==> src/rtl/elevator_pkg.sv <==
// Shared elevator constants, the pending-request bundle type and a floor decode helper.
// Latency: n/a (declarations only).
// Backpressure: n/a.
package elevator_pkg;

  localparam int         NUM_FLOORS = 5;
  localparam int         FLOOR_W    = 3;
  localparam int         FLOOR_TOP  = NUM_FLOORS - 1;
  localparam logic       DIR_UP     = 1'b1;
  localparam logic       DIR_DOWN   = 1'b0;

  // The three pending-request vectors travel together; bit N = floor N.
  typedef struct packed {
    logic [NUM_FLOORS-1:0] up;
    logic [NUM_FLOORS-1:0] dn;
    logic [NUM_FLOORS-1:0] car;
  } req_vec_t;

  // One-hot decode of a floor number; out-of-range floors decode to all zeros.
  function automatic logic [NUM_FLOORS-1:0] floor_onehot(input logic [FLOOR_W-1:0] f);
    floor_onehot = '0;
    for (int i = 0; i < NUM_FLOORS; i++) begin
      if (f == FLOOR_W'(i)) floor_onehot[i] = 1'b1;
    end
  endfunction

endpackage

==> src/rtl/button_debouncer.sv <==
// Synchronises and debounces one raw push button, emitting a single-cycle press event.
// Latency: raw edge to press_evt = 2 (sync) + DEBOUNCE_CYCLES cycles.
// Backpressure: none; press_evt is a one-cycle pulse that must be consumed immediately.
//
// Ports: clk, rst (sync, active-high), btn_raw (async button), press_evt (1-cycle pulse).
module button_debouncer #(
  parameter int DEBOUNCE_CYCLES = 1000000
) (
  input  logic clk,
  input  logic rst,
  input  logic btn_raw,
  output logic press_evt
);

  localparam int                CNT_W    = $clog2(DEBOUNCE_CYCLES + 1);
  localparam logic [CNT_W-1:0]  CNT_LAST = CNT_W'(DEBOUNCE_CYCLES - 1);

  logic             sync_meta;
  logic             sync_q;
  logic [1:0]       prime;
  logic             armed;
  logic             level;
  logic [CNT_W-1:0] cnt;

  // prime marks when sync_q carries real post-reset data. armed stays low until
  // the button has been seen released after reset, so a button held across a
  // reset never produces an event until it is released and pressed again.
  always_ff @(posedge clk) begin
    if (rst) begin
      sync_meta <= 1'b0;
      sync_q    <= 1'b0;
      prime     <= 2'b00;
      armed     <= 1'b0;
      level     <= 1'b0;
      cnt       <= '0;
      press_evt <= 1'b0;
    end else begin
      sync_meta <= btn_raw;
      sync_q    <= sync_meta;
      prime     <= {prime[0], 1'b1};
      press_evt <= 1'b0;

      if (prime[1] && !sync_q) armed <= 1'b1;

      if (sync_q != level) begin
        // Any cycle where the input agrees with the accepted level restarts the count.
        if (cnt == CNT_LAST) begin
          level     <= sync_q;
          cnt       <= '0;
          press_evt <= sync_q & armed;
        end else begin
          cnt <= cnt + 1'b1;
        end
      end else begin
        cnt <= '0;
      end
    end
  end

endmodule

==> src/rtl/call_request_register.sv <==
// Elevator call register: latches debounced hall/car button presses, clears them on service.
// Latency: press to LED = 2 + DEBOUNCE_CYCLES + 1 cycles; serve to clear = 1 cycle.
// Backpressure: none; every press event and serve pulse is absorbed in the cycle it occurs.
//
// Ports: clk, rst (sync, active-high); floor_N_p hall buttons, direction_N hall direction
// (1=up), floor_N_d car buttons; current_floor/serve_valid/serve_dir from the controller;
// pend_up/pend_down/pend_car request vectors, led_inside_N/led_outside_N lamps, any_pending.
module call_request_register
  import elevator_pkg::*;
#(
  parameter int DEBOUNCE_CYCLES = 1000000
) (
  input  logic                  clk,
  input  logic                  rst,
  input  logic                  floor_0_p,
  input  logic                  floor_1_p,
  input  logic                  floor_2_p,
  input  logic                  floor_3_p,
  input  logic                  floor_4_p,
  input  logic                  direction_1,
  input  logic                  direction_2,
  input  logic                  direction_3,
  input  logic                  floor_0_d,
  input  logic                  floor_1_d,
  input  logic                  floor_2_d,
  input  logic                  floor_3_d,
  input  logic                  floor_4_d,
  input  logic [FLOOR_W-1:0]    current_floor,
  input  logic                  serve_valid,
  input  logic                  serve_dir,
  output logic [NUM_FLOORS-1:0] pend_up,
  output logic [NUM_FLOORS-1:0] pend_down,
  output logic [NUM_FLOORS-1:0] pend_car,
  output logic                  led_inside_0,
  output logic                  led_inside_1,
  output logic                  led_inside_2,
  output logic                  led_inside_3,
  output logic                  led_inside_4,
  output logic                  led_outside_0,
  output logic                  led_outside_1,
  output logic                  led_outside_2,
  output logic                  led_outside_3,
  output logic                  led_outside_4,
  output logic                  any_pending
);

  logic [NUM_FLOORS-1:0] hall_raw;
  logic [NUM_FLOORS-1:0] car_raw;
  logic [NUM_FLOORS-1:0] hall_evt;
  logic [NUM_FLOORS-1:0] car_evt;

  assign hall_raw = {floor_4_p, floor_3_p, floor_2_p, floor_1_p, floor_0_p};
  assign car_raw  = {floor_4_d, floor_3_d, floor_2_d, floor_1_d, floor_0_d};

  for (genvar g = 0; g < NUM_FLOORS; g++) begin : g_btn
    button_debouncer #(
      .DEBOUNCE_CYCLES(DEBOUNCE_CYCLES)
    ) u_hall (
      .clk       (clk),
      .rst       (rst),
      .btn_raw   (hall_raw[g]),
      .press_evt (hall_evt[g])
    );

    button_debouncer #(
      .DEBOUNCE_CYCLES(DEBOUNCE_CYCLES)
    ) u_car (
      .clk       (clk),
      .rst       (rst),
      .btn_raw   (car_raw[g]),
      .press_evt (car_evt[g])
    );
  end

  // Direction selects are async too. Their synchronised value is sampled only
  // in the press-event cycle, so later changes never touch a stored request.
  logic [3:1] dir_meta;
  logic [3:1] dir_sync;

  always_ff @(posedge clk) begin
    if (rst) begin
      dir_meta <= '0;
      dir_sync <= '0;
    end else begin
      dir_meta <= {direction_3, direction_2, direction_1};
      dir_sync <= dir_meta;
    end
  end

  req_vec_t              pend_q;
  req_vec_t              pend_nxt;
  req_vec_t              set_v;
  req_vec_t              clr_v;
  logic [NUM_FLOORS-1:0] serve_oh;
  logic                  serve_hit;
  logic                  end_floor;

  always_comb begin
    set_v     = '0;
    clr_v     = '0;
    serve_oh  = '0;
    serve_hit = serve_valid && (current_floor <= FLOOR_W'(FLOOR_TOP));
    end_floor = (current_floor == '0) || (current_floor == FLOOR_W'(FLOOR_TOP));

    // Terminal floors have one possible hall direction each.
    set_v.car          = car_evt;
    set_v.up[0]        = hall_evt[0];
    set_v.dn[FLOOR_TOP] = hall_evt[FLOOR_TOP];
    for (int i = 1; i < FLOOR_TOP; i++) begin
      set_v.up[i] = hall_evt[i] & (dir_sync[i] == DIR_UP);
      set_v.dn[i] = hall_evt[i] & (dir_sync[i] == DIR_DOWN);
    end

    if (serve_hit) serve_oh = floor_onehot(current_floor);
    clr_v.car = serve_oh;
    if (serve_dir == DIR_UP || end_floor)   clr_v.up = serve_oh;
    if (serve_dir == DIR_DOWN || end_floor) clr_v.dn = serve_oh;

    // Clear wins over a coincident set: the doors are already open at that floor.
    pend_nxt = (pend_q | set_v) & ~clr_v;
  end

  always_ff @(posedge clk) begin
    if (rst) begin
      pend_q      <= '0;
      any_pending <= 1'b0;
    end else begin
      pend_q      <= pend_nxt;
      any_pending <= |pend_nxt;
    end
  end

  assign pend_up   = pend_q.up;
  assign pend_down = pend_q.dn;
  assign pend_car  = pend_q.car;

  assign led_inside_0  = pend_q.car[0];
  assign led_inside_1  = pend_q.car[1];
  assign led_inside_2  = pend_q.car[2];
  assign led_inside_3  = pend_q.car[3];
  assign led_inside_4  = pend_q.car[4];

  assign led_outside_0 = pend_q.up[0] | pend_q.dn[0];
  assign led_outside_1 = pend_q.up[1] | pend_q.dn[1];
  assign led_outside_2 = pend_q.up[2] | pend_q.dn[2];
  assign led_outside_3 = pend_q.up[3] | pend_q.dn[3];
  assign led_outside_4 = pend_q.up[4] | pend_q.dn[4];

endmodule

==> config.mk <==
export PLATFORM = sky130hd
export DESIGN_NAME = call_request_register
export DESIGN_NICKNAME = d
export VERILOG_FILES = /design/src/rtl/elevator_pkg.sv /design/src/rtl/button_debouncer.sv /design/src/rtl/call_request_register.sv
export SDC_FILE = /design/constraint.sdc
export NUM_CORES = 1
export LEC_CHECK = 0
export ABC_CLOCK_PERIOD_IN_PS = 2050
export BUFFER_PORTS_ARGS = -buffer_cell sky130_fd_sc_hd__buf_4
export CAP_MARGIN = 20
export CORE_ASPECT_RATIO = 1.1
export CORE_MARGIN = 8
export CORE_UTILIZATION = 55
export CTS_BUF_LIST = sky130_fd_sc_hd__clkbuf_16
export CTS_CLUSTER_DIAMETER = 60
export DETAILED_ROUTE_END_ITERATION = 6
export GPL_TIMING_DRIVEN = 0
export PLACE_DENSITY = 0.72
export SLEW_MARGIN = 40
export SYNTH_ARGS = -nofsm -noshare
export SYNTH_HDL_FRONTEND = slang
export SYNTH_SLANG_ARGS = --single-unit
==> constraint.sdc <==
create_clock -name clk -period 2.05 [get_ports clk]
set_clock_uncertainty 0.15 [all_clocks]
set_input_delay 0.5125 -clock clk [delete_from_list [all_inputs] [get_ports clk]]
set_output_delay 0.5125 -clock clk [all_outputs]
set_load 0.05 [all_outputs]
==> summary.txt <==
Synthesis
  – Top FF cell, synth: dfxtp_1
  – Syn nets: 1,278
  – Sequential fraction of the synthesis area: 48.88%
  – Post-Syn Area per Cell: 8.992 um^2
  – Cell variety after synth: 51
  – #FFs+latches synth: 274
  – Syn Inst Count: 1,248
  – Synth warnings: 0
  – Ys async rst share: 0%
  – Mapped Area: 11,220 um^2
  – Post-synth EDFFs: 0

STA
  – Setup Viol. Count Final: 20
  – Rel. slew slack: 52.46%
  – Setup TNS: -481.6 ps
  – Fin crit share: 101.6%
  – Min Hold Slack: 49.10 ps
  – Final Max Tran Viols: 0
  – Final WS setup: -33.60 ps
  – Max Clock Freq: 0.4799 GHz
  – RSZ-0062 raised after global routing: true
  – Worst Tran Pin Value: 703.2 ps
  – Fin crit period: 2084 ps
  – Fin. Hold Viols: 0

Final layout
  – Final nets: 1,356
  – Biggest regs: g_btn.u_car.cnt (100), g_btn.u_hall.cnt (100)
  – Area Growth Syn to Fin: 16.42%
  – Fillers: 1,632
  – Final Cell Area: 13,070 um^2
  – Fraction of layout cells with a size suffix above 1: 12.33%
  – ANT cells: 0
  – Final Util: 64.36%

Place
  – Cell Area, Placed: 11,870 um^2
  – Input/output buffers: 43
  – Routability congestion estimate from global placement: 0.8021
  – Post-DP HPWL: 15.18 mm

Worst setup path
  – WP data required: 2320 ps
  – Crit path arrival time: 2350 ps
  – Worst setup EP type: flop
  – Crit path kind: reg2reg
  – Beginning of the critical path: g_btn[3].u_car.cnt[13]
  – CP Launch Type: flop
  – R2r startpoint: g_btn[3].u_car.cnt[13]
  – R2r setup slk: -30 ps
  – Max FO, Critical Path: 5

Drt
  – Drt pass-1 iters: 7
  – Vias/cell: 5.286
  – 1st-iter DRT viols: 441
  – DRC: 0
  – Via count: 8,468
  – Post-DRT Antenna Nets: 0
  – DR WL/cell: 13.71 um
  – Total wire length: 21.97 mm

Pwr
  – Max IR drop VDD: 0.0004954 V
  – P per Cell Area: 790.4 nW/um^2
  – Leakage power: 0.004574 uW

GRT
  – Busiest grt layer: met2
  – GRT Util Overall: 17.07%
  – GRT met3 Usage: 3.097%
  – Global-route met1 utilization: 22.61%
  – Largest net degree at the start of global routing: 15
  – First-pass GRT wire length: 37.55 mm
  – Initial antenna violation count: 0
  – Overflow after GRT: 0
  – Met2 usage: 28.43%
  – Vias in the first global route: 8,058

Floorplanning
  – I/O Pins: 46
  – Row cnt: 55
  – Die Height: 165.8 um
  – Die X: 152.2 um
  – Initial core utilization: 55.28%
  – Core area: 20,300 um^2
  – Die area: 25,240 um^2

Run status
  – Status: finished, violations left
  – Violated checks: setup timing

CTS
  – CTS Root Cell: clkbuf_16
  – # hold bufs at CTS: 0
  – Clock latency on the worst-skew pair: 530 ps
  – CTS tree: yes
  – H-tree Lvls: 1
  – Clk slew on worst S/H paths: 60 ps
  – Number of CTS-inserted buffers: 27
  – Clock Sinks: 274
  – Max clock buf depth: 3

Min path
  – HP Start: floor_1_p
  – Hold Crit Class: in2reg

Job
  – Max_cap viols: 0
cells in the mapped netlist, types with 3 or more instances:
cell / n / share of area [%]
or2_2: 6 / 0.33
and4_1: 20 / 1.6
or4b_1: 3 / 0.27
o21ai_0: 6 / 0.27
nor3b_1: 4 / 0.27
clkbuf_1: 12 / 0.40
nor3_1: 30 / 1.3
nor4bb_1: 3 / 0.27
and3_1: 35 / 2.0
nor2_1: 259 / 8.7
mux2i_1: 7 / 0.62
inv_1: 32 / 1.1
nand3_1: 81 / 3.6
nor4_2: 3 / 0.33
xnor2_1: 72 / 5.6
or3_1: 7 / 0.39
nand2_1: 66 / 2.2
nand3b_1: 3 / 0.20
a31oi_1: 3 / 0.17
nand2b_1: 3 / 0.17
nor2b_1: 30 / 1.7
ha_1: 10 / 1.1
nand4_1: 49 / 2.7
buf_2: 16 / 0.71
buf_6: 3 / 0.30
buf_4: 5 / 0.33
nor4_1: 19 / 1.1
nand4b_1: 3 / 0.23
dfxtp_1: 274 / 49
nor4b_1: 10 / 0.78
buf_1: 3 / 0.10
a21oi_1: 25 / 1.1
a211oi_1: 4 / 0.27
and2_1: 9 / 0.50
xor2_1: 113 / 8.8
critical path, cell delays in order (launching register included):
cell	delay, ps
dfxtp_2	330
or4b_4	560
nor4_4	310
and3_4	240
or3_4	180
buf_8	150
nor2_2	40
final timing paths:
path | endpoint | cells after the start
setup / recovery | g_btn[3].u_car.cnt[3] | 6
hold / removal | g_btn[1].u_hall.sync_meta | 2
setup reg to reg | g_btn[3].u_car.cnt[3] | 6
hold reg to reg | g_btn[1].u_car.sync_q | 1
stage by stage:
step	worst slack, ps	std cells	total power (uW)
6_report	-33.60	1602	10330
5_1_grt	-92.33	1602	10700
4_1_cts	2.333	1596	10430
3_5_place_dp	-303.7	1547	5705
3_3_place_gp	-325.7	1547	5701
2_1_floorplan	98.36	1248	5624
power by group:
part	switching [uW]	total [uW]	internal [uW]
clock network	1970	4730	2760
registers	24.3	5390	5370
logic	124	206	81.8
total	2120	10300	8210
final cells by class:
type	count	area, um^2	area share [%]
multi-input cells	901	5617	42.99
flip-flops and latches	274	5493	42.04
clock buffers	27	675.6	5.171
repair buffers	49	417.9	3.199
well taps	256	320.3	2.452
plain buffers	41	247.7	1.896
clock inverters	22	173.9	1.331
inverters	32	120.1	0.9194
cells by family after synthesis:
group	Yosys count	synth area share [%]
fa+ha+maj	10	1.115
mux	7	0.6244
xor+xnor	185	14.44
buf+inv	73	3.010
flops	274	48.88
compound gates	43	2.230
simple gates	656	29.70
cell usage in the layout, fill, tap and decap left out, drive strengths merged, types with 4 or more instances in the layout:
cell,Yosys,layout
dfxtp,274,274
ha,10,10
nor3,30,30
and4,20,20
or3,8,8
nand4,50,50
nand3,81,81
clkbuf,14,49
inv,32,38
mux2i,7,7
a21oi,25,25
xor2,113,113
xnor2,72,72
nand2,67,67
nor2,259,259
nor4,22,22
nor2b,30,30
o21ai,6,6
buf,27,68
a211oi,4,4
and3,38,38
or2,6,6
and2,9,9
nor4b,11,11
nor3b,4,4
clkinv,0,13
metal layers:
metal | share of wire [%] | up-vias
met5 | 0 | -
met4 | 1.2 | 0
met3 | 4.3 | 21
met2 | 46 | 93
met1 | 48 | 3983
li1 | - | 4371
repair_timing:
action                                 in CTS  in global routing
pin swaps                                   1                 19
buffers inserted                            0                  4
endpoints found under the hold margin       0                  0
cloned                                      0                  2
setup endpoints to repair                  51                150
resized for setup                           9                 64
Power figures use the tool's default switching activity.
